File: src/rtl/mips_fetch_pkg.sv
// Shared types and constants for the MIPS32 fetch stage.
package mips_fetch_pkg;

  typedef enum logic {RUN, HALT} fetch_state_t;

  localparam int unsigned INSTR_BYTES = 4;

  typedef enum logic [1:0] {SEQ, BR, J, JR} redirect_sel_t;

  // Branch offsets are word offsets relative to the delay-slot-free PC+4.
  function automatic logic [31:0] branch_target(logic [31:0] pc_plus4, logic [15:0] offset);
    return pc_plus4 + {{14{offset[15]}}, offset, 2'b00};
  endfunction

endpackage

File: src/rtl/mips_pc_next.sv
// Next-PC selection and fetch-address fault detection for the fetch stage.
module mips_pc_next
  import mips_fetch_pkg::*;
#(
  parameter int unsigned IMEM_BYTES = 32
) (
  input  logic          [31:0] pc,
  input  logic          [31:0] if_pc_plus4,
  input  logic                 accept,
  input  logic                 branch_taken,
  input  logic          [15:0] branch_offset,
  input  logic                 jump,
  input  logic          [25:0] jump_target,
  input  logic                 jump_reg,
  input  logic          [31:0] jr_target,
  output redirect_sel_t        sel,
  output logic          [31:0] next_pc,
  output logic                 target_fault,
  output logic                 pc_fault
);

  localparam logic [31:0] LAST_ADDR = 32'(IMEM_BYTES - INSTR_BYTES);

  always_comb begin
    sel = SEQ;
    if (accept) begin
      if (jump_reg)          sel = JR;
      else if (jump)         sel = J;
      else if (branch_taken) sel = BR;
    end

    unique case (sel)
      JR:      next_pc = jr_target;
      J:       next_pc = {if_pc_plus4[31:28], jump_target, 2'b00};
      BR:      next_pc = branch_target(if_pc_plus4, branch_offset);
      default: next_pc = pc + 32'(INSTR_BYTES);
    endcase

    target_fault = (sel != SEQ) && ((next_pc[1:0] != 2'b00) || (next_pc > LAST_ADDR));
    pc_fault     = pc > LAST_ADDR;
  end

endmodule

File: src/rtl/mips_fetch_unit.sv
// MIPS32 fetch stage: PC register, fetch/decode output register, redirects and
// halt-on-fault for out-of-range or misaligned fetch addresses.
module mips_fetch_unit
  import mips_fetch_pkg::*;
#(
  parameter logic [31:0] RESET_PC   = 32'h0000_0000,
  parameter int unsigned IMEM_BYTES = 32
) (
  input  logic        clk,
  input  logic        rst_n,
  output logic [31:0] instrn_address,
  input  logic [31:0] instrn,
  input  logic        stall,
  input  logic        branch_taken,
  input  logic [15:0] branch_offset,
  input  logic        jump,
  input  logic [25:0] jump_target,
  input  logic        jump_reg,
  input  logic [31:0] jr_target,
  output logic        if_valid,
  output logic [31:0] if_instrn,
  output logic [31:0] if_pc_plus4,
  output logic        fetch_fault,
  output logic [31:0] fetch_count
);

  fetch_state_t  state_q;
  logic [31:0]   pc_q;
  redirect_sel_t sel;
  logic [31:0]   next_pc;
  logic          target_fault;
  logic          pc_fault;

  assign instrn_address = pc_q;

  mips_pc_next #(
    .IMEM_BYTES(IMEM_BYTES)
  ) u_pc_next (
    .pc           (pc_q),
    .if_pc_plus4  (if_pc_plus4),
    .accept       (if_valid & ~stall),
    .branch_taken (branch_taken),
    .branch_offset(branch_offset),
    .jump         (jump),
    .jump_target  (jump_target),
    .jump_reg     (jump_reg),
    .jr_target    (jr_target),
    .sel          (sel),
    .next_pc      (next_pc),
    .target_fault (target_fault),
    .pc_fault     (pc_fault)
  );

  always_ff @(posedge clk or negedge rst_n) begin
    if (!rst_n) begin
      state_q     <= RUN;
      pc_q        <= RESET_PC;
      if_valid    <= 1'b0;
      if_instrn   <= 32'h0;
      if_pc_plus4 <= 32'h0;
      fetch_fault <= 1'b0;
      fetch_count <= 32'h0;
    end else if (state_q == RUN && !stall) begin
      // Range fault wins over a redirect: the fetch being squashed is bad anyway.
      if (pc_fault) begin
        state_q     <= HALT;
        fetch_fault <= 1'b1;
        if_valid    <= 1'b0;
      end else if (sel != SEQ) begin
        if_valid <= 1'b0;
        if (target_fault) begin
          state_q     <= HALT;
          fetch_fault <= 1'b1;
        end else begin
          pc_q <= next_pc;
        end
      end else begin
        if_instrn   <= instrn;
        if_pc_plus4 <= next_pc;
        if_valid    <= 1'b1;
        fetch_count <= fetch_count + 32'd1;
        pc_q        <= next_pc;
      end
    end
  end

endmodule

File: config.mk
export PLATFORM = sky130hd
export DESIGN_NAME = mips_fetch_unit
export DESIGN_NICKNAME = d
export VERILOG_FILES = /design/src/rtl/mips_fetch_pkg.sv /design/src/rtl/mips_pc_next.sv /design/src/rtl/mips_fetch_unit.sv
export SDC_FILE = /design/constraint.sdc
export NUM_CORES = 1
export LEC_CHECK = 0
export ABC_AREA = 1
export BUFFER_PORTS_ARGS = -buffer_cell sky130_fd_sc_hd__buf_2
export CAP_MARGIN = 20
export CORE_AREA = 2 2 132 134
export CTS_BUF_LIST = sky130_fd_sc_hd__clkbuf_4
export CTS_CLUSTER_DIAMETER = 50
export DETAILED_ROUTE_END_ITERATION = 10
export DIE_AREA = 0 0 134 136
export GPL_TIMING_DRIVEN = 0
export PLACE_DENSITY_LB_ADDON = 0.12
export SYNTH_ARGS = -nofsm -noshare
export SYNTH_HDL_FRONTEND = slang
export SYNTH_SLANG_ARGS = --single-unit
File: constraint.sdc
create_clock -name clk -period 3.1 [get_ports clk]
set_input_delay 0.62 -clock clk [delete_from_list [all_inputs] [get_ports clk]]
set_output_delay 0.62 -clock clk [all_outputs]
set_load 0.05 [all_outputs]
After elaboration in Yosys (flattened, before gate mapping)
Cells that the tools add are included.

storage, ports and cells
  bits in registers = 130
  bits of input ports = 112
  output and inout port bits = 130
  logic and storage cells = 43

cells by class
  add/subtract/negate cells = 3
  $lt $le $gt $ge = 2
  equal/unequal tests = 4
  mux-type cells = 12
  bitwise gates (word level) = 5
  reductions and logical operators = 11

operators by type and width
  operator                                             count
  case mux 32 bit (3 select lines)                     1
  > comparator 32 x 5 -> 1 bit, second input constant  2
  two-way mux 32 bit                                   2
  adder 32 x 1 -> 32 bit, second input constant        1
  adder 32 x 3 -> 32 bit, second input constant        1
  adder 32 bit                                         1
  AND reduction 3 bit                                  3
  nonzero test 2 bit                                   4
  two-way mux 1 bit                                    6
  two-way mux 2 bit                                    3
  equality test 2 bit, second input constant           2
  NOT 1 bit                                            4
  equality test 2 x 1 -> 1 bit, second input constant  1
  logical AND 1 bit                                    2
  inequality test 2 bit, second input constant         1
  AND 1 bit                                            1
  logical NOT 1 bit                                    1
  logical OR 1 bit                                     1

Logic depth before layout (Yosys ltp)
  depth after elaboration = 12
  depth in mapped cells = 22
  depth with buffers taken out = 22

Cells and area by module
A second synthesis with hierarchy kept.

unflattened totals
  cell total of the unflattened synthesis = 1446
  area total of the unflattened synthesis = 9735.6 um^2

by module, submodules not included
  module           times used  cells each  area an instance (um^2)  sequential area each (um^2)
  mips_fetch_unit  1           631         5594.1                   3253.1
  mips_pc_next     1           815         4141.5                   0.0

Least setup slack after synthesis
OpenSTA, ideal clock, no wires.

  path kind = flip-flop to flip-flop
  start point = register if_pc_plus4[2]
  end point = register pc_q[4] (netlist: instrn_address[4])
  library setup time = 0.120 ns
  arrival = 2.695 ns
  data required time = 2.980 ns
  slack = 0.285 ns
  cell stages (with the launch flop) = 19
  path buffers = 0
  clock period less this slack = 2.815 ns
  path through = dfrtp_1 > ha_1 > fa_1 > nand2_1 > nand2_1 > and2_1 > or2_2 > nand3_1 > nand4_1 > nor2_1 > nand2_1 > nor2_1 > nand3_1 > nor2_1 > nand3_2 > nand2_4 > nand2_4 > nand2_1 > nand2_1

on the way
  word-level cells in the longest chain between the ends = 7
  elaborated cells between the ends (all ways) = 9
  classes of those cells = 1 x add/sub; 1 x order compare; 1 x eq/ne; 3 x mux; 3 x reduce/logical

ends and longest elaborated chain
  item                                RTL line               RTL
  start, declared                     mips_fetch_unit.sv:22  output logic [31:0] if_pc_plus4,
  start signal, assigned              mips_fetch_unit.sv:79  if_pc_plus4 <= next_pc;
  adder 32 bit *                      mips_fetch_pkg.sv:12   return pc_plus4 + {{14{offset[15]}}, offset, 2'b00};
  case mux 32 bit (3 select lines) *  mips_pc_next.sv:32     unique case (sel)
  > comparator 32 x 5 -> 1 bit        mips_pc_next.sv:39     target_fault = (sel != SEQ) && ((next_pc[1:0] != 2'b00) || (next_pc > LAST_ADDR));
  logical OR 1 bit                    mips_pc_next.sv:39
  logical AND 1 bit                   mips_pc_next.sv:39
  inequality test 2 bit (no line)     -
  AND reduction 3 bit (no line)       -
  end signal, assigned                mips_fetch_unit.sv:75  pc_q <= next_pc;
  end signal, assigned                mips_fetch_unit.sv:82  pc_q <= next_pc;
  end, declared                       mips_fetch_unit.sv:28  logic [31:0] pc_q;

Mark *: on every way between the ends. The rest lies on a longest branch, timed or not. The select of a mux whose other input is x is not followed.
A chain may end at the register's enable or synchronous reset.

Worst setup path after layout
  start point = register if_pc_plus4[2]
  end point = register pc_q[0] (netlist: instrn_address[0])

on the way
  word-level cells in the longest chain between the ends = 7

ends and longest elaborated chain
  item                              RTL line
  adder 32 bit                      mips_fetch_pkg.sv:12
  case mux 32 bit (3 select lines)  mips_pc_next.sv:32
  > comparator 32 x 5 -> 1 bit      mips_pc_next.sv:39
  logical OR 1 bit                  mips_pc_next.sv:39
  logical AND 1 bit                 mips_pc_next.sv:39
  inequality test 2 bit (no line)   -
  AND reduction 3 bit (no line)     -

Every way passes these cells.

==> flow_results.xml <==
<?xml version="1.0" encoding="UTF-8"?>
<metrics>
  <group name="layout">
    <metric name="layout-drive-gt1-share" unit="">0.215</metric>
    <metric name="fin_cells" unit="">1911</metric>
    <metric name="area_of_combinational_cells_with_multiple_inputs" unit="um2">5130</metric>
    <metric name="storage_cell_area" unit="um2">3250</metric>
    <metric name="finalInstanceArea" unit="um2">11200</metric>
    <metric name="fillers" unit="">1611</metric>
    <metric name="area_delta_synth_final" unit="%">20.9</metric>
    <metric name="nets" unit="">1811</metric>
    <metric name="post-route-util" unit="">0.664</metric>
  </group>
  <group name="flow_run">
    <metric name="max-cap-violations" unit="">0</metric>
  </group>
  <group name="floorplanning">
    <metric name="placement_rows" unit="">48</metric>
    <metric name="die_height" unit="um">136</metric>
    <metric name="die_area" unit="um2">18200</metric>
    <metric name="die_width" unit="um">134</metric>
    <metric name="io_pins" unit="">242</metric>
    <metric name="starting_density_of_the_core" unit="">0.549</metric>
    <metric name="design.core.area" unit="um2">16900</metric>
  </group>
  <group name="global_routing">
    <metric name="initial_antenna_violation_count" unit="">6</metric>
    <metric name="grtUsageTotal" unit="">0.326</metric>
    <metric name="global_route.overflow_total" unit="">0</metric>
    <metric name="grt_start_max_net_pins" unit="">94</metric>
    <metric name="first_global_vias" unit="">9258</metric>
    <metric name="grt_first_pass_wirelength" unit="mm">46.4</metric>
  </group>
  <group name="sta">
    <metric name="tightestPinTransition" unit="ps">596</metric>
    <metric name="finalClockSkew" unit="ps">24.2</metric>
    <metric name="maxSlewViolCount" unit="">0</metric>
    <metric name="tns" unit="ps">0</metric>
    <metric name="setup_violation_total_in_the_final_timing_report" unit="">0</metric>
    <metric name="max_freq" unit="MHz">342</metric>
    <metric name="finalWorstPathRequiredPeriod" unit="ps">2930</metric>
    <metric name="grt_setup_unrepaired" unit="">no</metric>
    <metric name="timing.slew.headroom" unit="">0.599</metric>
    <metric name="fin_worst_hold_slack" unit="ps">231</metric>
    <metric name="final.period_utilization" unit="">0.944</metric>
    <metric name="final_critical_path_setup_slack" unit="ps">175</metric>
    <metric name="timing.final.hold_violations" unit="">0</metric>
  </group>
  <group name="clocking">
    <metric name="root_buffer" unit="">sky130_fd_sc_hd__clkbuf_4</metric>
    <metric name="numCtsBuffers" unit="">17</metric>
    <metric name="numClockSinks" unit="">130</metric>
    <metric name="cts.clk_slew.worst_paths" unit="ps">150</metric>
    <metric name="htree_levels" unit="">4</metric>
    <metric name="clockBufferDepth" unit="">2</metric>
    <metric name="cts_tree" unit="">done</metric>
    <metric name="worst_skew_pair.late_latency" unit="ps">580</metric>
  </group>
  <group name="critical_path">
    <metric name="worst-path-buf-inv" unit="">0</metric>
    <metric name="cells_along_the_critical_path" unit="">ha_2, fa_2, nand2_2, nand2_2, and2_4, or2_2, nand3_1, nand4_1, nor2_1, nand2_1, nor2_1, nand3_1, nor2_2, nand3_2, nand2_4, nand2_4, nand2_1, nand2_1</metric>
    <metric name="cp-end-kind" unit="">flop</metric>
    <metric name="worst_path_most_repeated_cell" unit="">sky130_fd_sc_hd__nand2_1</metric>
    <metric name="setup.worst_path.start_class" unit="">flop</metric>
    <metric name="timing.setup.critical_path_class" unit="">reg2reg</metric>
    <metric name="critical-path-slowest-cell" unit="">sky130_fd_sc_hd__dfrtp_1</metric>
    <metric name="critPathTopFamily" unit="">simple AND/OR/NAND/NOR gates</metric>
    <metric name="required" unit="ps">3560</metric>
    <metric name="cp_slowest_stage_delay" unit="ps">440</metric>
    <metric name="timing.critical_path.fanout_max" unit="">8</metric>
    <metric name="critPathArrivalTime" unit="ps">3390</metric>
  </group>
  <group name="route">
    <metric name="drt_first_pass_iters" unit="">8</metric>
    <metric name="wl_per_cell" unit="um">15.4</metric>
    <metric name="drc" unit="">0</metric>
    <metric name="via_count" unit="">9873</metric>
    <metric name="drtIter0Drc" unit="">725</metric>
    <metric name="ant_nets" unit="">0</metric>
    <metric name="drt-total-wl" unit="mm">29.4</metric>
    <metric name="post_drt_via_cell_ratio" unit="">5.17</metric>
  </group>
  <group name="hold_path">
    <metric name="hold_path.class" unit="">in2reg</metric>
  </group>
  <group name="yosys">
    <metric name="syn-cell-area" unit="um2">9270</metric>
    <metric name="synth.net_count" unit="">1543</metric>
    <metric name="synth_enable_flop_cells" unit="">0</metric>
    <metric name="synth_top_cells_by_count" unit="">546 x sky130_fd_sc_hd__nand2_1, 176 x sky130_fd_sc_hd__inv_1, 130 x sky130_fd_sc_hd__dfrtp_1</metric>
    <metric name="post-synth-top-area-fraction" unit="">0.351</metric>
    <metric name="synth_most_common_cell" unit="">sky130_fd_sc_hd__nand2_1</metric>
    <metric name="yosys-top-cells-area" unit="">sky130_fd_sc_hd__dfrtp_1 35%, sky130_fd_sc_hd__nand2_1 22%, sky130_fd_sc_hd__inv_1 7.1%</metric>
    <metric name="netlist_instances" unit="">1399</metric>
    <metric name="ys_seq_area_frac" unit="">0.351</metric>
    <metric name="number_of_synthesis_warnings" unit="">0</metric>
    <metric name="per_instance_average_area_after_synthesis" unit="um2">6.63</metric>
    <metric name="ys.flop_type" unit="">sky130_fd_sc_hd__dfrtp_1</metric>
    <metric name="synth_top_area_cell" unit="">sky130_fd_sc_hd__dfrtp_1</metric>
    <metric name="postSynthRegisterBits" unit="">130</metric>
    <metric name="yosysUniqueCellTypes" unit="">39</metric>
    <metric name="async_reset_ff_frac" unit="">1.00</metric>
  </group>
  <group name="power">
    <metric name="seq_power_share" unit="">0.517</metric>
    <metric name="clkPwrFrac" unit="">0.367</metric>
    <metric name="power.share.switching" unit="">0.327</metric>
    <metric name="power_density" unit="nW/um2">293</metric>
    <metric name="p_sw" unit="mW">1.07</metric>
    <metric name="power.static_leakage" unit="nW">6.53</metric>
    <metric name="power_report.internal_total" unit="mW">2.21</metric>
    <metric name="p_total" unit="mW">3.28</metric>
    <metric name="combPwrFrac" unit="">0.117</metric>
    <metric name="vdd_drop_max" unit="mV">0.241</metric>
  </group>
  <group name="placement">
    <metric name="placed_cells" unit="">1866</metric>
    <metric name="dp_worst_setup_slack" unit="ps">-281</metric>
    <metric name="io_port_bufs" unit="">241</metric>
    <metric name="replace_congestion" unit="">0.952</metric>
    <metric name="dpl.hpwl" unit="mm">23.9</metric>
    <metric name="total_placed_instance_area" unit="um2">10800</metric>
  </group>
  <group name="status">
    <metric name="outcome" unit="">completed</metric>
  </group>
</metrics>
power by group through the flow:
stage,combinational [mW],clock [mW],sequential [mW]
finish,0.383,1.20,1.70
CTS,0.379,1.23,1.70
global route,0.426,1.29,1.70
floorplan,0.193,0,1.73
global placement,0.369,0,1.73
detailed placement,0.377,0,1.73
flip-flops by register name (all words and copies together) (netlist names):
name and count:
fetch_count 32, if_valid 1, state_q 1, if_pc_plus4 32, instrn_address 32, if_instrn 32
worst register-to-register path: cells and delay by family (launching register included):
| family | cells | cell delay [ps] |
|---|---|---|
| and+or+nand+nor | 16 | 1800 |
| adders and majority gates | 2 | 590 |
| DFF | 1 | 440 |
repair_timing:
item / in CTS / in global routing
setup buffers: 0 / 6
pin swaps: 0 / 5
gates resized for setup: 4 / 21
setup endpoints to repair: 29 / 71
endpoints found under the hold margin: 37 / 0
hold buffers: 1 / 0
cell type report:
| cell class | count | share of cell area |
|---|---|---|
| Inverter | 183 | 0.0617 |
| Clock buffer | 17 | 0.0114 |
| Antenna cell | 6 | 0.00134 |
| Timing Repair Buffer | 249 | 0.116 |
| Multi-Input combinational cell | 1034 | 0.457 |
| Clock inverter | 15 | 0.0146 |
| Buffer | 52 | 0.0228 |
| Tap cell | 225 | 0.0251 |
| Sequential cell | 130 | 0.290 |
layer usage:
| metal | up-vias | global-route usage | wire length (um) |
|---|---|---|---|
| li1 | 4914 | - | - |
| met3 | 66 | 0.0872 | 2620 |
| met2 | 424 | 0.539 | 13700 |
| met4 | 4 | 0.126 | 1030 |
| met1 | 4465 | 0.407 | 12100 |
| met5 | - | 0 | 21 |
worst paths after layout:
path	from	endpoint	slack, ps	depth (start not counted)
max	if_pc_plus4[2]	instrn_address[0]	170	18
min	instrn[18]	if_instrn[18]	230	3
max reg2reg	if_pc_plus4[2]	instrn_address[0]	170	18
min reg2reg	if_instrn[13]	if_instrn[13]	490	2
max in group asynchronous	rst_n	if_instrn[13]	1790	3
min in group asynchronous	rst_n	if_pc_plus4[21]	490	2
logic make-up after synthesis:
group                    count (synthesis)  share of synthesized area
buffers and inverters                  235                      0.101
flip-flops                             130                      0.351
AND/OR/NAND/NOR                        873                      0.407
XOR/XNOR                                43                     0.0406
adder cells (fa/ha/maj)                 32                     0.0440
AO/OA/AOI/OAI                           86                     0.0561
layout by cell type, fill, tap and decap left out, types with 4 or more instances in the layout:
master / netlist / final
sky130_fd_sc_hd__o21ai_0: 34 / 33
sky130_fd_sc_hd__nand3_2: 4 / 7
sky130_fd_sc_hd__nor4_1: 11 / 11
sky130_fd_sc_hd__buf_4: 0 / 6
sky130_fd_sc_hd__nor3_1: 32 / 32
sky130_fd_sc_hd__nor2_1: 102 / 99
sky130_fd_sc_hd__diode_2: 0 / 6
sky130_fd_sc_hd__nand2_1: 546 / 542
sky130_fd_sc_hd__inv_2: 4 / 4
sky130_fd_sc_hd__buf_2: 7 / 249
sky130_fd_sc_hd__nand3b_1: 10 / 10
sky130_fd_sc_hd__inv_8: 0 / 5
sky130_fd_sc_hd__nand3_1: 101 / 98
sky130_fd_sc_hd__buf_6: 6 / 7
sky130_fd_sc_hd__nand4_1: 25 / 25
sky130_fd_sc_hd__nor2_4: 5 / 5
sky130_fd_sc_hd__nand2_4: 4 / 4
sky130_fd_sc_hd__nand2_2: 5 / 9
sky130_fd_sc_hd__a22o_1: 8 / 8
sky130_fd_sc_hd__or2_2: 8 / 8
sky130_fd_sc_hd__ha_1: 31 / 28
sky130_fd_sc_hd__dfrtp_1: 130 / 130
sky130_fd_sc_hd__o21ai_1: 4 / 5
sky130_fd_sc_hd__xor2_1: 29 / 29
sky130_fd_sc_hd__a21oi_1: 29 / 29
sky130_fd_sc_hd__clkbuf_4: 0 / 17
sky130_fd_sc_hd__xnor2_1: 14 / 14
sky130_fd_sc_hd__inv_1: 176 / 176
sky130_fd_sc_hd__nor2_2: 10 / 13
sky130_fd_sc_hd__clkbuf_1: 39 / 34
(Power assumes the default switching activity.)
